==> src/rtl/fft_twiddle_sequencer_if.sv <==
// Sample stream, twiddle ROM and multiplier-side signals
// of one radix-2 SDF twiddle stage.
interface fft_twiddle_sequencer_if #(
  parameter int DATA_WIDTH    = 64,
  parameter int TWIDDLE_WIDTH = 32,
  parameter int LOG2_N        = 10
);
  logic                       in_valid;
  logic                       in_sof;
  logic [DATA_WIDTH-1:0]      in_data;
  logic [LOG2_N-2:0]          rom_addr;
  logic [TWIDDLE_WIDTH-1:0]   rom_data;
  logic [DATA_WIDTH/2-1:0]    mul_in_real;
  logic [DATA_WIDTH/2-1:0]    mul_in_imag;
  logic [TWIDDLE_WIDTH/2-1:0] mul_tw_real;
  logic [TWIDDLE_WIDTH/2-1:0] mul_tw_imag;
  logic                       out_valid;
  logic                       out_bypass;
  logic                       out_sof;
  logic                       out_eof;
  logic [DATA_WIDTH-1:0]      bypass_data;

  modport master (
    output in_valid, in_sof, in_data, rom_data,
    input  rom_addr, mul_in_real, mul_in_imag,
    input  mul_tw_real, mul_tw_imag,
    input  out_valid, out_bypass, out_sof, out_eof,
    input  bypass_data
  );

  modport slave (
    input  in_valid, in_sof, in_data, rom_data,
    output rom_addr, mul_in_real, mul_in_imag,
    output mul_tw_real, mul_tw_imag,
    output out_valid, out_bypass, out_sof, out_eof,
    output bypass_data
  );
endinterface

==> src/rtl/fft_twiddle_sequencer.sv <==
// Twiddle address sequencing and sample/flag alignment
// for the complex multiplier of one radix-2 SDF DIF stage.
module fft_twiddle_sequencer #(
  parameter int DATA_WIDTH    = 64,
  parameter int TWIDDLE_WIDTH = 32,
  parameter int LOG2_N        = 10,
  parameter int STAGE         = 0,
  parameter int MULT_LATENCY  = 3
) (
  input  logic                  clk,
  input  logic                  rst_n,
  fft_twiddle_sequencer_if.slave bus
);

  localparam int HW    = DATA_WIDTH / 2;
  localparam int TH    = TWIDDLE_WIDTH / 2;
  localparam int AW    = LOG2_N - 1;
  localparam int HB    = LOG2_N - STAGE - 1;
  localparam int DEPTH = 1 + MULT_LATENCY;

  localparam logic [LOG2_N-1:0] OFF_MASK =
    LOG2_N'((1 << HB) - 1);

  typedef struct packed {
    logic                  valid;
    logic                  bypass;
    logic                  sof;
    logic                  eof;
    logic [DATA_WIDTH-1:0] data;
  } pipe_t;

  logic [LOG2_N-1:0]     r_idx;
  logic [AW-1:0]         r_rom_addr;
  logic [HW-1:0]         r_mul_re;
  logic [HW-1:0]         r_mul_im;
  logic                  r_tw_en;
  pipe_t                 r_pipe [DEPTH];
  logic                  r_out_valid;
  logic                  r_out_bypass;
  logic                  r_out_sof;
  logic                  r_out_eof;
  logic [DATA_WIDTH-1:0] r_byp_data;

  logic [LOG2_N-1:0]     w_idx;
  logic [LOG2_N-1:0]     w_off;
  logic [AW-1:0]         w_off_sh;
  logic [AW-1:0]         w_addr;
  logic                  w_bypass;
  logic                  w_sof;
  logic                  w_eof;
  pipe_t                 w_in;

  // Lower half of each M-block multiplies by 1, upper half
  // reads W_N^((n-M/2)*2^STAGE) from the ROM.
  always_comb begin
    w_idx    = bus.in_sof ? '0 : r_idx;
    w_off    = w_idx & OFF_MASK;
    w_off_sh = AW'(w_off << STAGE);
    w_bypass = ~w_idx[HB];
    w_addr   = w_bypass ? '0 : w_off_sh;
    w_sof    = (w_idx == '0);
    w_eof    = &w_idx;
    w_in.valid  = bus.in_valid;
    w_in.bypass = bus.in_valid & w_bypass;
    w_in.sof    = bus.in_valid & w_sof;
    w_in.eof    = bus.in_valid & w_eof;
    w_in.data   = bus.in_data;
  end

  always_ff @(posedge clk or negedge rst_n) begin
    if (!rst_n) begin
      r_idx        <= '0;
      r_rom_addr   <= '0;
      r_mul_re     <= '0;
      r_mul_im     <= '0;
      r_tw_en      <= 1'b0;
      for (int k = 0; k < DEPTH; k++) begin
        r_pipe[k] <= '0;
      end
      r_out_valid  <= 1'b0;
      r_out_bypass <= 1'b0;
      r_out_sof    <= 1'b0;
      r_out_eof    <= 1'b0;
      r_byp_data   <= '0;
    end else begin
      if (bus.in_valid) begin
        r_idx      <= w_idx + 1'b1;
        r_rom_addr <= w_addr;
      end
      r_pipe[0] <= w_in;
      for (int k = 1; k < DEPTH; k++) begin
        r_pipe[k] <= r_pipe[k-1];
      end
      // Sample meets its ROM word one cycle after the address.
      if (r_pipe[0].valid) begin
        r_mul_re <= r_pipe[0].data[DATA_WIDTH-1:HW];
        r_mul_im <= r_pipe[0].data[HW-1:0];
        r_tw_en  <= 1'b1;
      end
      r_out_valid  <= r_pipe[DEPTH-1].valid;
      r_out_bypass <= r_pipe[DEPTH-1].bypass;
      r_out_sof    <= r_pipe[DEPTH-1].sof;
      r_out_eof    <= r_pipe[DEPTH-1].eof;
      r_byp_data   <= r_pipe[DEPTH-1].data;
    end
  end

  assign bus.rom_addr    = r_rom_addr;
  assign bus.mul_in_real = r_mul_re;
  assign bus.mul_in_imag = r_mul_im;
  // ROM output is the registered word; masked until a sample lands.
  assign bus.mul_tw_real =
    r_tw_en ? bus.rom_data[TWIDDLE_WIDTH-1:TH] : '0;
  assign bus.mul_tw_imag =
    r_tw_en ? bus.rom_data[TH-1:0] : '0;
  assign bus.out_valid   = r_out_valid;
  assign bus.out_bypass  = r_out_bypass;
  assign bus.out_sof     = r_out_sof;
  assign bus.out_eof     = r_out_eof;
  assign bus.bypass_data = r_byp_data;

endmodule

==> src/flat_wrapper.sv <==
// flat-port wrapper written by rule: the top's interface ports become plain ports
module fft_twiddle_sequencer_flat 
#(
  parameter int DATA_WIDTH    = 64,
  parameter int TWIDDLE_WIDTH = 32,
  parameter int LOG2_N        = 10,
  parameter int STAGE         = 0,
  parameter int MULT_LATENCY  = 3
)
  (clk, rst_n, bus_in_valid, bus_in_sof, bus_in_data, bus_rom_data, bus_rom_addr, bus_mul_in_real, bus_mul_in_imag, bus_mul_tw_real, bus_mul_tw_imag, bus_out_valid, bus_out_bypass, bus_out_sof, bus_out_eof, bus_bypass_data);
  fft_twiddle_sequencer_if #(.DATA_WIDTH(DATA_WIDTH), .TWIDDLE_WIDTH(TWIDDLE_WIDTH), .LOG2_N(LOG2_N)) bus_i ();
  input  logic clk;
  input  logic rst_n;
  input wire logic [$bits(bus_i.in_valid)-1:0] bus_in_valid;
  input wire logic [$bits(bus_i.in_sof)-1:0] bus_in_sof;
  input wire logic [$bits(bus_i.in_data)-1:0] bus_in_data;
  input wire logic [$bits(bus_i.rom_data)-1:0] bus_rom_data;
  output wire logic [$bits(bus_i.rom_addr)-1:0] bus_rom_addr;
  output wire logic [$bits(bus_i.mul_in_real)-1:0] bus_mul_in_real;
  output wire logic [$bits(bus_i.mul_in_imag)-1:0] bus_mul_in_imag;
  output wire logic [$bits(bus_i.mul_tw_real)-1:0] bus_mul_tw_real;
  output wire logic [$bits(bus_i.mul_tw_imag)-1:0] bus_mul_tw_imag;
  output wire logic [$bits(bus_i.out_valid)-1:0] bus_out_valid;
  output wire logic [$bits(bus_i.out_bypass)-1:0] bus_out_bypass;
  output wire logic [$bits(bus_i.out_sof)-1:0] bus_out_sof;
  output wire logic [$bits(bus_i.out_eof)-1:0] bus_out_eof;
  output wire logic [$bits(bus_i.bypass_data)-1:0] bus_bypass_data;
  assign bus_i.in_valid = bus_in_valid;
  assign bus_i.in_sof = bus_in_sof;
  assign bus_i.in_data = bus_in_data;
  assign bus_i.rom_data = bus_rom_data;
  assign bus_rom_addr = bus_i.rom_addr;
  assign bus_mul_in_real = bus_i.mul_in_real;
  assign bus_mul_in_imag = bus_i.mul_in_imag;
  assign bus_mul_tw_real = bus_i.mul_tw_real;
  assign bus_mul_tw_imag = bus_i.mul_tw_imag;
  assign bus_out_valid = bus_i.out_valid;
  assign bus_out_bypass = bus_i.out_bypass;
  assign bus_out_sof = bus_i.out_sof;
  assign bus_out_eof = bus_i.out_eof;
  assign bus_bypass_data = bus_i.bypass_data;
  fft_twiddle_sequencer #(.DATA_WIDTH(DATA_WIDTH), .TWIDDLE_WIDTH(TWIDDLE_WIDTH), .LOG2_N(LOG2_N), .STAGE(STAGE), .MULT_LATENCY(MULT_LATENCY)) u_core (.clk(clk), .rst_n(rst_n), .bus(bus_i));
endmodule
==> config.mk <==
export PLATFORM = sky130hd
export DESIGN_NAME = fft_twiddle_sequencer_flat
export DESIGN_NICKNAME = d
export VERILOG_FILES = /design/src/rtl/fft_twiddle_sequencer_if.sv /design/src/rtl/fft_twiddle_sequencer.sv /design/src/flat_wrapper.sv
export SDC_FILE = /design/constraint.sdc
export NUM_CORES = 1
export LEC_CHECK = 0
export ABC_CLOCK_PERIOD_IN_PS = 1400
export BUFFER_PORTS_ARGS = -buffer_cell sky130_fd_sc_hd__buf_2
export CAP_MARGIN = 0
export CORE_MARGIN = 3
export CORE_UTILIZATION = 55
export CTS_BUF_LIST = sky130_fd_sc_hd__clkbuf_4
export CTS_CLUSTER_DIAMETER = 150
export DETAILED_ROUTE_END_ITERATION = 6
export GPL_TIMING_DRIVEN = 1
export HOLD_SLACK_MARGIN = 0.12
export PLACE_DENSITY = 0.86
export SKIP_CTS_REPAIR_TIMING = 1
export SLEW_MARGIN = 20
export SYNTH_ARGS = -nofsm -noshare
export SYNTH_HDL_FRONTEND = slang
export SYNTH_SLANG_ARGS = --single-unit
==> constraint.sdc <==
create_clock -name clk -period 1.4 [get_ports clk]
set_input_delay 0.28 -clock clk [delete_from_list [all_inputs] [get_ports clk]]
set_output_delay 0.28 -clock clk [all_outputs]
set_load 0.01 [all_outputs]
==> impl_metrics.tcl <==
set metrics [dict create \
    cts.clk_slew.worst_paths_ns 0.07 \
    cts.root.buffer_cell "clkbuf_4" \
    yosys_warnings 0 \
    synth-xor-area-share_pct 0 \
    dp_cells 1176 \
    crit_buf_inv 2 \
    globalplace.congestion 0.806 \
    worstReg2RegEnd "u_core.r_idx[9]" \
    drt_wl_total_um 26200 \
    rsz0062_at_grt "yes" \
    viasPerCell 4.72 \
    final_max_slew_viol_count 0 \
    worstSetupStartpointType "flip-flop" \
    crit_start "u_core.r_tw_en" \
    hold_class "in2async" \
    fmax_mhz 535 \
    synth_top_area_share_pct 87.5 \
    instances_no_fill 1429 \
    post-dp-hpwl_um 14200 \
    cp.arrival_ns 1.59 \
    r2r_slack_ns 0.12 \
    synthCells 627 \
    syn_area_um2 12100 \
    crit_family "flip-flops" \
    yosysTopAreaCell "dfrtp_1" \
    ys.flop_type "dfrtp_1" \
    drive_gt1_share_pct 47.5 \
    ys_ff_latch 424 \
    vias 6743 \
    fill_cells 1161 \
    synth_mux_area_share_pct 6.29 \
    initial_core_util_pct 56.8 \
    ant_nets 0 \
    numCtsBuffers 99 \
    place_area_um2 14000 \
    dieArea_um2 23900 \
    synth-edff-count 0 \
    htree_num_levels 3 \
    crit_path_end_kind "primary output" \
    syn_avg_cell_area_um2 19.3 \
    rr_startpoint "u_core.r_idx[2]" \
    drt_iter0_drc 327 \
    grt_pass1_wl_um 34900 \
    synth_top_family_by_area "multiplexers" \
    synth_nets 728 \
    max-vdd-ir-drop_mv 1.02 \
    fin_area_um2 16400 \
    route.detailed.drc 0 \
    reg2reg_depth 3 \
    floorplan.core_area_um2 21400 \
    required_ns 1.12 \
    max_stage_delay_ns 0.50 \
    ioPinCount 273 \
    finalHoldViolations 0 \
    violations "negative setup slack" \
    rows 53 \
    antenna_found_initial 1 \
    cp_slowest_cell "dfrtp_4" \
    synth-simple-area-share_pct 3.67 \
    dieHeight_um 154 \
    crit_chain "buf_6, and2_1, buf_2" \
    tightest_slew_ns 0.668 \
    grt_start_max_net_pins 94 \
    max-cap-violations 0 \
    syn_to_final_growth_pct 35.4 \
    critPathKind "reg2out" \
    synth_compound_area_share_pct 1.24 \
    cts.sinks 424 \
    ys_seq_area_share_pct 87.5 \
    clockBufferDepth 3 \
    drtPass1Iterations 4 \
    relSlewSlack_pct 55.3 \
    crit_fanout 16 \
    setup_ws_ns -0.468 \
    die_x_um 154 \
    min_period_ns 1.87 \
    clkLatencyLatePin_ns 0.68 \
    grt_use_total_pct 18.4 \
    final_cell_mix "dfrtp_1, buf_2, clkbuf_4" \
    final_util_pct 76.9 \
    leakage_uw 0.00794 \
    grt_pass1_vias 6962 \
    hold_ws_ns 0.232 \
    post-route-period-util_pct 133 \
    final_common_cell "dfrtp_1" \
    avgRoutedWirePerCell_um 18.3 \
    gr-total-overflow 0 \
    cellPowerDensity_nw_per_um2 1510 \
    cts_tree "yes" \
    status "finished, violations left" \
    setup-violations-final 173 \
    ys_async_sr_fraction_pct 100 \
    io_buffers 272 \
    synth_cell_types 28 \
    p_total_uw 24800 \
    synthAdderAreaFrac_pct 0.103 \
    finClkSkew_ns 0.0587 \
    ys_top_cells_by_area "dfrtp_1, mux2_2, and2_1" \
    final_nets 1187 \
]
[power breakdown]
group / internal, uW / leakage [uW] / switching (uW)
clock: 4940 / 0.000730 / 4520
combinational: 1010 / 0.00223 / 932
sequential: 13000 / 0.00499 / 427
[registers in the layout, summed over array words and instances (netlist names), 9 cells and up]
name	count
u_core.r_pipe	272
u_core.bus.bypass_data	64
u_core.bus.mul_in_imag	32
u_core.bus.mul_in_real	32
u_core.r_idx	10
u_core.bus.rom_addr	9
[worst min-delay path: cells and delay by family]
family                 cells  cell delay (ns)
buffers and inverters      3             0.95
[cells in the mapped netlist (2+ instances only)]
cell type    n
dfrtp_1    424
mux2_2      66
and2_1      35
inv_1       15
nand2_1     15
o21ai_0     12
buf_2       11
clkbuf_1     7
nor4_1       6
nand2b_1     5
nor2_1       3
o31a_1       3
a21oi_1      2
a41oi_1      2
and4_1       2
and4b_1      2
mux2i_1      2
nand3_1      2
nand4_1      2
o221ai_1     2
o22ai_1      2
[metal layers]
metal  up-vias  track usage [%]  wire (um)
met5         -                0          0
met1      3418             22.8       9720
met4         0             6.39        546
li1       3018                -          -
met2       269             30.6      14100
met3        38             6.38       1860
[how the worst max path moves through the flow]
stage,cells after the start,slack [ns],to
global route,3,-0.60,bus_mul_tw_imag[11]
floorplan,5,0.001,u_core.r_idx[1]
CTS,2,-0.77,bus_mul_tw_imag[3]
detailed placement,2,-0.03,bus_mul_tw_imag[3]
global placement,2,0.08,bus_mul_tw_real[13]
finish,3,-0.47,bus_mul_tw_real[4]
[layout make-up]
class | instances | area, um2 | area share, %
Inverter | 15 | 56.3 | 0.343
Antenna cell | 1 | 2.50 | 0.0152
Clock buffer | 146 | 1100 | 6.68
Tap cell | 275 | 344 | 2.10
Clock inverter | 22 | 121 | 0.739
Sequential cell | 424 | 10600 | 64.7
Timing Repair Buffer | 377 | 2770 | 16.9
Multi-Input combinational cell | 169 | 1410 | 8.58
[kinds of logic after synthesis]
logic type,after synthesis
mux,68
simple gates,76
flops,424
buf+inv,34
compound gates,24
fa+ha+maj,1
[per-stage QoR]
stage | setup TNS [ns] | setup slack, ns
global route | -39.58 | -0.595
global placement | 0 | 0.0750
CTS | -39.74 | -0.768
detailed placement | -0.142 | -0.0253
floorplan | 0 | 0.00121
finish | -20.95 | -0.468
Note: power is estimated with default switching activity, not from simulation.
